## config.mk

```make
export PLATFORM = sky130hd
export DESIGN_NAME = pulse_decoder
export DESIGN_NICKNAME = d
export VERILOG_FILES = /design/src/rtl/pulse_link_pkg.sv /design/src/rtl/pulse_tick_gen.sv /design/src/rtl/pulse_decoder.sv
export SDC_FILE = /design/constraint.sdc
export NUM_CORES = 1
export LEC_CHECK = 0
export ABC_AREA = 1
export BUFFER_PORTS_ARGS = -buffer_cell sky130_fd_sc_hd__buf_2
export CAP_MARGIN = 10
export CORE_ASPECT_RATIO = 1.5
export CORE_MARGIN = 8
export CORE_UTILIZATION = 50
export CTS_BUF_LIST = sky130_fd_sc_hd__clkbuf_16
export DETAILED_ROUTE_END_ITERATION = 16
export PLACE_DENSITY = 0.73
export RECOVER_POWER = 50
export SLEW_MARGIN = 20
export SYNTH_ARGS = -nofsm -noshare
export SYNTH_HDL_FRONTEND = slang
export SYNTH_SLANG_ARGS = --single-unit
```

## constraint.sdc

```tcl
create_clock -name sysclk -period 3.7 [get_ports sysclk]
set_clock_uncertainty 0.05 [all_clocks]
set_input_delay 0.925 -clock sysclk [delete_from_list [all_inputs] [get_ports sysclk]]
set_output_delay 0.925 -clock sysclk [all_outputs]
set_load 0.01 [all_outputs]
```

## src/rtl/pulse_link_pkg.sv

```systemverilog
// Shared constants for the switch-coded pulse link: switch weights,
// the 16-entry subset-sum table and the receiver FSM state encoding.
package pulse_link_pkg;

  localparam int W1 = 131;
  localparam int W2 = 120;
  localparam int W3 = 87;
  localparam int W4 = 54;

  // Coded high width (in ticks, before OFFSET) for each switch code {sw4,sw3,sw2,sw1}
  localparam logic [8:0] CODE_SUM [16] = '{
    9'd0,   9'd131, 9'd120, 9'd251,
    9'd87,  9'd218, 9'd207, 9'd338,
    9'd54,  9'd185, 9'd174, 9'd305,
    9'd141, 9'd272, 9'd261, 9'd392
  };

  typedef enum logic [1:0] {
    WAIT_LOW = 2'd0,
    IDLE     = 2'd1,
    MEASURE  = 2'd2,
    DECODE   = 2'd3
  } state_e;

endpackage

```

## src/rtl/pulse_tick_gen.sv

```systemverilog
// Baud tick divider: tick is high for one sysclk each time the counter
// wraps from DIV-1 back to 0.
module pulse_tick_gen #(
  parameter int DIV      = 5207,
  parameter int DIV_BITS = 15
) (
  input  logic sysclk,
  input  logic rst,
  output logic tick
);

  logic [DIV_BITS-1:0] div_q;
  logic [DIV_BITS-1:0] div_d;

  // Wrap detection and next divider value
  always_comb begin
    tick  = (div_q == DIV_BITS'(DIV - 1));
    div_d = tick ? '0 : div_q + 1'b1;
  end

  // Divider register
  always_ff @(posedge sysclk or posedge rst) begin
    if (rst) div_q <= '0;
    else     div_q <= div_d;
  end

endmodule

```

## src/rtl/pulse_decoder.sv

```systemverilog
// Receive end of the pulse link: measures each high pulse on line_in in
// baud ticks and maps the width back to a 4-bit switch code.
// valid/err are single-sysclk pulses and are mutually exclusive.
module pulse_decoder
  import pulse_link_pkg::*;
#(
  parameter int DIV       = 5207,
  parameter int DIV_BITS  = 15,
  parameter int OFFSET    = 1,
  parameter int TOL       = 4,
  parameter int MIN_TICKS = 8,
  parameter int MAX_TICKS = 480
) (
  input  logic       sysclk,
  input  logic       rst,
  input  logic       line_in,
  output logic [3:0] code,
  output logic [8:0] width,
  output logic       valid,
  output logic       err,
  output logic       busy,
  output logic [1:0] state_dbg
);

  logic tick;

  pulse_tick_gen #(.DIV(DIV), .DIV_BITS(DIV_BITS)) u_tick (
    .sysclk (sysclk),
    .rst    (rst),
    .tick   (tick)
  );

  state_e     state_q, state_d;
  logic [8:0] cnt_q, cnt_d;
  logic [3:0] code_q, code_d;
  logic [8:0] width_q, width_d;
  logic       valid_q, valid_d;
  logic       err_q, err_d;
  logic       sync1_q, sync2_q;

  logic signed [9:0] t_val;
  logic signed [9:0] diff [16];
  logic              match_found;
  logic [3:0]        match_code;

  // Two-flop synchroniser for the asynchronous line
  always_ff @(posedge sysclk or posedge rst) begin
    if (rst) begin
      sync1_q <= 1'b0;
      sync2_q <= 1'b0;
    end else begin
      sync1_q <= line_in;
      sync2_q <= sync1_q;
    end
  end

  // Parallel tolerance comparators; descending scan so the lowest k wins
  always_comb begin
    t_val       = $signed({1'b0, cnt_q}) - $signed(10'(OFFSET));
    match_found = 1'b0;
    match_code  = 4'd0;
    for (int k = 15; k >= 0; k--) begin
      diff[k] = t_val - $signed({1'b0, CODE_SUM[k]});
      if ((diff[k] <= $signed(10'(TOL))) && (diff[k] >= -$signed(10'(TOL)))) begin
        match_found = 1'b1;
        match_code  = 4'(k);
      end
    end
  end

  // FSM next state; only DECODE advances without a tick
  always_comb begin
    state_d = state_q;
    cnt_d   = cnt_q;
    code_d  = code_q;
    width_d = width_q;
    valid_d = 1'b0;
    err_d   = 1'b0;
    case (state_q)
      WAIT_LOW: if (tick && !sync2_q) state_d = IDLE;
      IDLE: begin
        if (tick && sync2_q) begin
          state_d = MEASURE;
          cnt_d   = 9'd1;
        end
      end
      MEASURE: begin
        if (tick) begin
          if (sync2_q) begin
            cnt_d = cnt_q + 9'd1;
            if (cnt_d >= 9'(MAX_TICKS)) begin
              cnt_d   = 9'(MAX_TICKS);
              width_d = 9'(MAX_TICKS);
              err_d   = 1'b1;
              state_d = WAIT_LOW;
            end
          end else if (cnt_q < 9'(MIN_TICKS)) begin
            state_d = IDLE;
          end else begin
            state_d = DECODE;
          end
        end
      end
      DECODE: begin
        width_d = cnt_q;
        if (match_found) begin
          code_d  = match_code;
          valid_d = 1'b1;
        end else begin
          err_d = 1'b1;
        end
        state_d = IDLE;
      end
      default: state_d = WAIT_LOW;
    endcase
  end

  // FSM and output registers
  always_ff @(posedge sysclk or posedge rst) begin
    if (rst) begin
      state_q <= WAIT_LOW;
      cnt_q   <= '0;
      code_q  <= '0;
      width_q <= '0;
      valid_q <= 1'b0;
      err_q   <= 1'b0;
    end else begin
      state_q <= state_d;
      cnt_q   <= cnt_d;
      code_q  <= code_d;
      width_q <= width_d;
      valid_q <= valid_d;
      err_q   <= err_d;
    end
  end

  assign code      = code_q;
  assign width     = width_q;
  assign valid     = valid_q;
  assign err       = err_q;
  assign busy      = (state_q == MEASURE) || (state_q == DECODE);
  assign state_dbg = state_q;

endmodule

```

* After elaboration in Yosys (flattened, before gate mapping)
Index checks and enable logic that the tools add are counted. Widths: inputs -> output; s select.
Storage, ports and cells: register bits 43, latch bits 0, bits in writable memories 0, memory bits (read-only) 0, input port bits 3, output and inout port bits 18, word-level logic and storage cells 154, memories kept 0
Operators by class: add/subtract/negate cells 18, $mul 0, divide/modulo/power cells 0, magnitude comparators 34, equality and inequality tests 10, shift operators 0, muxes and demuxes 56, bitwise operators 0, reduce and logical (&&, ||, !) cells 27
Operators with widths (count):
- $ge 10x3->1 const B | 16
- $le 10x4->1 const B | 16
- $sub 10x9->10 const B | 7
- $mux 4 | 16
- $mux 9 | 7
- $sub 10x10->10 const B | 5
- $pmux 9 s2 | 2
- $mux 1 | 22
- $sub 10x8->10 const B | 2
- $logic_and 1x1->1 | 18
- $add 15x1->15 const B | 1
- $eq 15x13->1 const B | 1
- $mux 15 | 1
- $mux 2 | 6
- $reduce_and 4->1 | 3
- $ne 2x2->1 const B | 5
- $sub 10x7->10 const B | 1
- $sub 9x1->10 const B | 1
- $add 9x1->9 const B | 1
- $ge 9x9->1 const B | 1
- $lt 9x4->1 const B | 1
- $pmux 2 s4 | 1
- $eq 2x2->1 const B | 2
- $reduce_bool 2->1 | 2
- 7 further kinds | 7

* Longest topological paths before layout
Gate-level depths: netlist of the first run.
depth in word-level cells 22, gate-level depth with buffers 30, gate-level depth less buffers 28

* By module
From an unflattened synthesis of the first run, not the netlist that was laid out.
Unflattened totals: cells, all modules 859, area, all modules 5186.2 µm²
By module, submodules not included:
- pulse_decoder | instances 1, cells each 733, area each 4276.6 µm², seq. area each 700.7 µm²
- pulse_tick_gen | instances 1, cells each 126, area each 909.6 µm², seq. area each 375.4 µm²

* Worst setup path before layout of the first run
No wires, ideal clock.
path kind register -> register, start register cnt_q[0], end register code_q[1], in the netlist code[1], setup time 0.117 ns, data arrival time 3.187 ns, required time 3.533 ns, path slack 0.345 ns, stages on the path, launching flop included 28, buffers on the path 4, period minus slack after synthesis 3.355 ns, cell sequence dfrtp_1 -> inv_2 -> buf_6 -> ha_1 -> inv_1 -> nor2_1 -> nand2_1 -> nand2_1 -> buf_6 -> buf_6 -> ha_1 -> clkbuf_1 -> inv_1 -> o21ai_0 -> xor2_1 -> inv_1 -> nand2_1 -> nor2_1 -> nand3_1 -> nor2_1 -> nor2_1 -> nand2_1 -> nor2_2 -> nand2_2 -> nand2_4 -> nand2_4 -> nand3_1 -> nand2_1
On the way: word-level cells in the longest chain between the ends 21
Ends and longest elaborated chain:
- start: declaration | RTL line pulse_decoder.sv:34 | logic [8:0] cnt_q, cnt_d;
- start signal: assignment | RTL line pulse_decoder.sv:129 | cnt_q <= cnt_d;
- $sub 9x1->10 (*) | RTL line pulse_decoder.sv:59 | t_val = $signed({1'b0, cnt_q}) - $signed(10'(OFFSET));
- $sub 10x10->10 | RTL line pulse_decoder.sv:63 | diff[k] = t_val - $signed({1'b0, CODE_SUM[k]});
- $le 10x4->1 / $ge 10x3->1 (equally long branches) | RTL line pulse_decoder.sv:64 | if ((diff[k] <= $signed(10'(TOL))) && (diff[k] >= -$signed(10'(TOL)))) begin
- $logic_and 1x1->1 | RTL line pulse_decoder.sv:64
- $mux 1 (16 in a row) | RTL line pulse_decoder.sv:64
- $reduce_and 2->1 (no line)
- end signal: assignment | RTL line pulse_decoder.sv:130 | code_q <= code_d;
- end: declaration | RTL line pulse_decoder.sv:35 | logic [3:0] code_q, code_d;
Every way passes the cells marked *; elsewhere a longest branch is shown, timed or not. A chain may end at the register's enable or synchronous reset.

* Final worst setup path of the first run
start register cnt_q[1], end register code_q[1], in the netlist code[1]
The elaborated chain is that of the path after synthesis.

==> impl_metrics.json, run 1 <==
{
  "cts_tree": "built",
  "cts_root_buf": "clkbuf_16",
  "final_common_cell": "nand2_1",
  "layout.cells.non_filler": 942,
  "cap_violations": 0,
  "die_x_um": 98.3,
  "comb_power_share": 0.012,
  "cp.required_ns": 3.82,
  "die_area_mm2": 0.0137,
  "post-route-period-util": 0.910,
  "antenna_found_initial": 0,
  "synth_nets": 826,
  "power.switching_mw": 0.182,
  "routedWlPerCell_um": 16.3,
  "hold_path_class": "reg -> reg",
  "ioPinCount": 21,
  "reg2reg_from": "cnt_q[1]$_DFFE_PP0P_",
  "finalHoldViolations": 0,
  "synth.top_cell.area_share": 0.212,
  "seq_area_frac_synth": 0.212,
  "rsz0062_at_grt": "false",
  "dp_cells": 934,
  "setup_viol": 0,
  "ys_seq_elements": 43,
  "grt_first_pass_wirelength_mm": 25.5,
  "setup_slack_ns": 0.334,
  "setup.worst_path.start_class": "flip-flop",
  "mostFrequentLayoutCells": "216 x nand2_1, 96 x nor2_1, 93 x inv_1",
  "drv_slew": 0,
  "gp_congestion": 0.990,
  "crit_arrival_ns": 3.49,
  "p_per_area_mw_per_mm2": 165,
  "postRouteAntennaNets": 0,
  "place_ws_ns": 0.202,
  "fillCellCount": 995,
  "synth_cell_type_count": 47,
  "cts_sinks": 43,
  "drive_above_1_share": 0.127,
  "core_area_mm2": 0.0100,
  "postCtsSetupRepairBufs": 0,
  "power.internal_mw": 0.716,
  "final_core_util": 0.542,
  "p_leak_nw": 2.87,
  "io_buffers": 20,
  "crit_fanout": 7,
  "synthTopCellsByArea": "dfrtp_1 21%, nand2_1 16%, xor2_1 8.1%, nand3_1 7.7%, nor2_1 7.3%",
  "clock_path_buffers": 2,
  "cts_buffers": 5,
  "pwr-share-clk": 0.462,
  "tightest_slew_ns": 1.16,
  "htree_num_levels": 2,
  "clk_latency_ns": 0.28,
  "fmax_mhz": 297,
  "grt_pass1_vias": 5396,
  "viasPerCell": 5.69,
  "finalCriticalPeriod_ns": 3.37,
  "seqPwrFrac": 0.526,
  "synth_cells": 800,
  "grt_start_max_net_pins": 25,
  "layout.nets": 850,
  "hpwl_mm": 12.1,
  "syn_to_final_growth_pct": 7.15,
  "diodes": 0,
  "grt-ovfl-total": 0,
  "synth.largest_area_cell": "dfrtp_1",
  "max-vdd-ir-drop_mv": 0.479,
  "clk_pin_slew_ns": 0.06,
  "synth_area_per_cell_um2": 6.34,
  "worstHoldStart": "sync1_q$_DFF_PP0_",
  "rows": 45,
  "synth_warnings": 0,
  "grt_usage": 0.230,
  "first_pass_iters": 4,
  "synth_edf_count": 0,
  "slew_headroom": 0.227,
  "startpoint": "cnt_q[1]$_DFFE_PP0P_",
  "totalWireLength_mm": 15.4,
  "drt_iter0_drc": 341,
  "critPathCaptureType": "flip-flop",
  "synth_top_flop_cell": "dfrtp_1",
  "ys_async_sr_fraction": 1.00,
  "drc_errors": 0,
  "tns_ns": 0,
  "cts-resized-gates": 0,
  "initial_core_util": 0.506,
  "syn_area_mm2": 0.00507,
  "worstSetupPathType": "reg -> reg",
  "status": "finished, final reports clean",
  "cts_hold_buf": 0,
  "num_vias": 5363,
  "die_h_um": 139,
  "swShare": 0.202
}
## kinds of logic after synthesis
group                    count (synthesis)  synth area share
AND/OR/NAND/NOR                        474             0.422
flip-flops                              43             0.212
XOR/XNOR                                54            0.0977
adder cells (fa/ha/maj)                 23            0.0567
AO/OA/AOI/OAI                           75            0.0917
buffers and inverters                  131             0.120
## worst paths after layout
path                                         to  slack, ns  depth (start not counted)
setup / recovery            code[1]$_DFFE_PP0P_       0.33                         24
hold / removal                sync2_q$_DFF_PP0_       0.31                          0
setup reg to reg            code[1]$_DFFE_PP0P_       0.33                         24
hold reg to reg               sync2_q$_DFF_PP0_       0.31                          0
max in group asynchronous   code[2]$_DFFE_PP0P_       1.52                          3
min in group asynchronous  width[4]$_DFFE_PP0P_       0.63                          2
## metrics by stage
step / total power [mW] / area, µm² / hold slack, ns
global route: 0.926 / 5440 / 0.314
detailed placement: 0.493 / 5280 / 0.295
global placement: 0.492 / 5280 / 0.284
finish: 0.898 / 5440 / 0.306
CTS: 0.909 / 5410 / 0.308
floorplan: 0.488 / 5070 / 0.281
## flip-flops by register name, indices dropped and copies added, names as in the netlist
name and cells:
valid 1, state_dbg 2, sync1_q 1, err 1, sync2_q 1, code 4
width 9, u_tick.div_q 15, cnt_q 9
## area by class of cell
cell class              count  area (µm²)  area share
well taps                 117         146      0.0269
clock buffers               5         125      0.0230
repair buffers             42         259      0.0476
clock inverters             3        12.5     0.00230
flip-flops and latches     43        1080       0.198
inverters                 106         398      0.0732
multi-input cells         626        3420       0.629
## synth_stat cells (5+ instances only)
cell type and instances:
buf_2 5, nor2_2 9, o22ai_1 5, o21ai_0 23
inv_1 92, buf_4 7, a31oi_1 5, buf_6 9
nand2_2 11, nand3b_1 8, nor2_1 98, inv_2 11
ha_1 23, dfrtp_1 43, a21oi_1 18, nand4_1 14
nand2_1 216, nor3_1 21, xor2_1 47, o21ai_1 6
nand3_1 78
## routing by layer
layer  part of all wire  GRT usage  vias up
met5                  0          0        -
met4              0.075      0.175        0
met3              0.042     0.0349       82
met2               0.52      0.424      210
met1               0.36      0.225     2480
li1                   -          -     2591
## power groups by stage
stage          sequential, mW  clock [mW]  combinational (mW)
2_1_floorplan           0.481           0             0.00708
3_3_place_gp            0.481           0              0.0113
3_5_place_dp            0.481           0              0.0117
4_1_cts                 0.472       0.425              0.0117
5_1_grt                 0.472       0.441              0.0130
6_report                0.472       0.415              0.0104
## worst max-delay path: stages, from the launching register on
cell and delay (ns):
dfrtp_1 0.38, inv_1 0.13, ha_1 0.23, inv_1 0.07, nand2_1 0.09, nand2_2 0.11
buf_4 0.18, ha_1 0.22, inv_1 0.17, a21oi_2 0.08, inv_2 0.08, nand3_1 0.15
nand2_1 0.10, nand2_1 0.05, nand2_1 0.09, nor2_1 0.05, and2_1 0.14, a21oi_2 0.21
nand2_1 0.12, nor2_4 0.15, nand2_2 0.08, nand2_4 0.10, nand2_4 0.07, nand3_1 0.08
nand2_1 0.05
Note: power is estimated with default switching activity, not from simulation.
==> inputs of run 2 (changes only) <==
--- a/config.mk
+++ b/config.mk
@@ -7,7 +7,6 @@
 export LEC_CHECK = 0
 export ABC_AREA = 1
 export BUFFER_PORTS_ARGS = -buffer_cell sky130_fd_sc_hd__buf_2
-export CAP_MARGIN = 10
 export CORE_ASPECT_RATIO = 1.5
 export CORE_MARGIN = 8
 export CORE_UTILIZATION = 50
@@ -15,6 +14,7 @@
 export DETAILED_ROUTE_END_ITERATION = 16
 export PLACE_DENSITY = 0.73
 export RECOVER_POWER = 50
+export REMOVE_ABC_BUFFERS = 1
 export SLEW_MARGIN = 20
 export SYNTH_ARGS = -nofsm -noshare
 export SYNTH_HDL_FRONTEND = slang
==> impl_metrics.json, run 2 (same netlist as run 1, synthesis figures left out) <==
{
  "final_core_util": 0.539,
  "mostFrequentLayoutCells": "216 x nand2_1, 96 x nor2_1, 91 x inv_1",
  "worstHoldStart": "sync1_q$_DFF_PP0_",
  "clk_pin_slew_ns": 0.06,
  "viasPerCell": 5.65,
  "drc_errors": 0,
  "io_buffers": 20,
  "cts_hold_buf": 0,
  "startpoint": "cnt_q[1]$_DFFE_PP0P_",
  "finalHoldViolations": 0,
  "antenna_found_initial": 0,
  "crit_fanout": 10,
  "cp.required_ns": 3.83,
  "finalCriticalPeriod_ns": 3.39,
  "ioPinCount": 21,
  "syn_to_final_growth_pct": 6.44,
  "largest_reg_flops": 15,
  "cts_root_buf": "clkbuf_16",
  "p_leak_nw": 2.85,
  "grt_pass1_vias": 5248,
  "postRouteAntennaNets": 0,
  "grt_first_pass_wirelength_mm": 25.1,
  "tns_ns": 0,
  "diodes": 0,
  "final_common_cell": "nand2_1",
  "initial_core_util": 0.506,
  "hpwl_mm": 11.8,
  "drt_iter0_drc": 371,
  "setup_viol": 0,
  "grt-ovfl-total": 0,
  "core_area_mm2": 0.0100,
  "p_per_area_mw_per_mm2": 165,
  "drive_above_1_share": 0.122,
  "drv_slew": 0,
  "slew_headroom": 0.121,
  "cts_sinks": 43,
  "cap_violations": 0,
  "first_pass_iters": 5,
  "die_x_um": 98.3,
  "routedWlPerCell_um": 16.3,
  "grt_usage": 0.225,
  "rows": 45,
  "rsz0062_at_grt": "false",
  "dp_cells": 930,
  "htree_num_levels": 2,
  "clock_path_buffers": 2,
  "max-vdd-ir-drop_mv": 0.200,
  "post-route-period-util": 0.916,
  "clk_latency_ns": 0.28,
  "top_register": "u_tick.div_q",
  "cts_buffers": 5,
  "status": "finished, final reports clean",
  "tightest_slew_ns": 1.32,
  "grt_start_max_net_pins": 26,
  "die_area_mm2": 0.0137,
  "crit_arrival_ns": 3.51,
  "die_h_um": 139,
  "fmax_mhz": 295,
  "worstSetupPathType": "reg -> reg",
  "critPathCaptureType": "flip-flop",
  "whs_ns": 0.309,
  "layout.cells.non_filler": 937,
  "totalWireLength_mm": 15.2,
  "hold_path_class": "reg -> reg",
  "num_vias": 5295,
  "layout.nets": 846,
  "reg2reg_from": "cnt_q[1]$_DFFE_PP0P_",
  "setup.worst_path.start_class": "flip-flop",
  "cts_tree": "built",
  "gp_congestion": 1.01
}
## run 2: cell types whose count changed in the layout (fill, tap and decap cells not counted), sizes merged
cell    before  now
clkinv       5    6
inv        104  102
buf         39   36
clkbuf       8    7
## run 2: worst max-delay path, cell delays in order (launching register included)
cell      delay (ns)
dfrtp_1         0.39
inv_1           0.12
ha_1            0.21
inv_1           0.07
nand2_1         0.09
nand2_2         0.06
buf_4           0.18
ha_1            0.23
inv_1           0.17
nand2_1         0.12
nand2_1         0.09
nand2_1         0.07
xor2_1          0.19
nand3b_1        0.13
nor2_1          0.04
nor2_1          0.31
nand2_1         0.19
nor2_2          0.15
nand2_2         0.09
nand2_4         0.10
nand2_4         0.07
nand3_1         0.09
nand2_1         0.05
## run 2: area by class of cell
type,instances,area [µm²]
fillers,993,4620
multi-input cells,626,3400
clock inverters,2,8.76
flip-flops and latches,43,1080
well taps,117,146
inverters,106,398
clock buffers,5,125
repair buffers,38,243
## run 2: final timing paths
| kind | depth (start not counted) | endpoint | slack (ns) |
|---|---|---|---|
| min in group asynchronous | 2 | width[6]$_DFFE_PP0P_ | 0.59 |
| hold reg to reg | 0 | sync2_q$_DFF_PP0_ | 0.31 |
| hold / removal | 0 | sync2_q$_DFF_PP0_ | 0.31 |
| max in group asynchronous | 3 | u_tick.div_q[8]$_DFF_PP0_ | 1.44 |
| setup reg to reg | 22 | code[1]$_DFFE_PP0P_ | 0.31 |
| setup / recovery | 22 | code[1]$_DFFE_PP0P_ | 0.31 |
## run 2: metrics by stage
stage | cell area, µm² | power, mW | setup WS, ns
after global routing | 5400 | 0.917 | 0.000150
after detailed placement | 5260 | 0.493 | 0.346
final | 5400 | 0.892 | 0.312
after CTS | 5390 | 0.903 | 0.334
after global placement | 5260 | 0.492 | 0.464
after floorplan | 4860 | 0.488 | -0.0383
## run 2: what timing repair did
item | CTS | global route
buffers inserted | 0 | 0
gates resized for setup | 0 | 5
setup endpoints to repair | 0 | 5
## run 2: power breakdown
group | internal [mW] | leakage (nW) | total, mW | switching (mW)
Sequential | 0.472 | 0.582 | 0.473 | 0.00122
Combinational | 0.00111 | 2.20 | 0.0103 | 0.00916
Clock | 0.242 | 0.0671 | 0.409 | 0.167
Total | 0.715 | 2.85 | 0.892 | 0.177
## run 2: layer usage
metal  track usage  routed length (µm)
met1         0.232                5650
met2         0.401                7620
met3        0.0260                 805
met4         0.181                1150
met5             0                   0
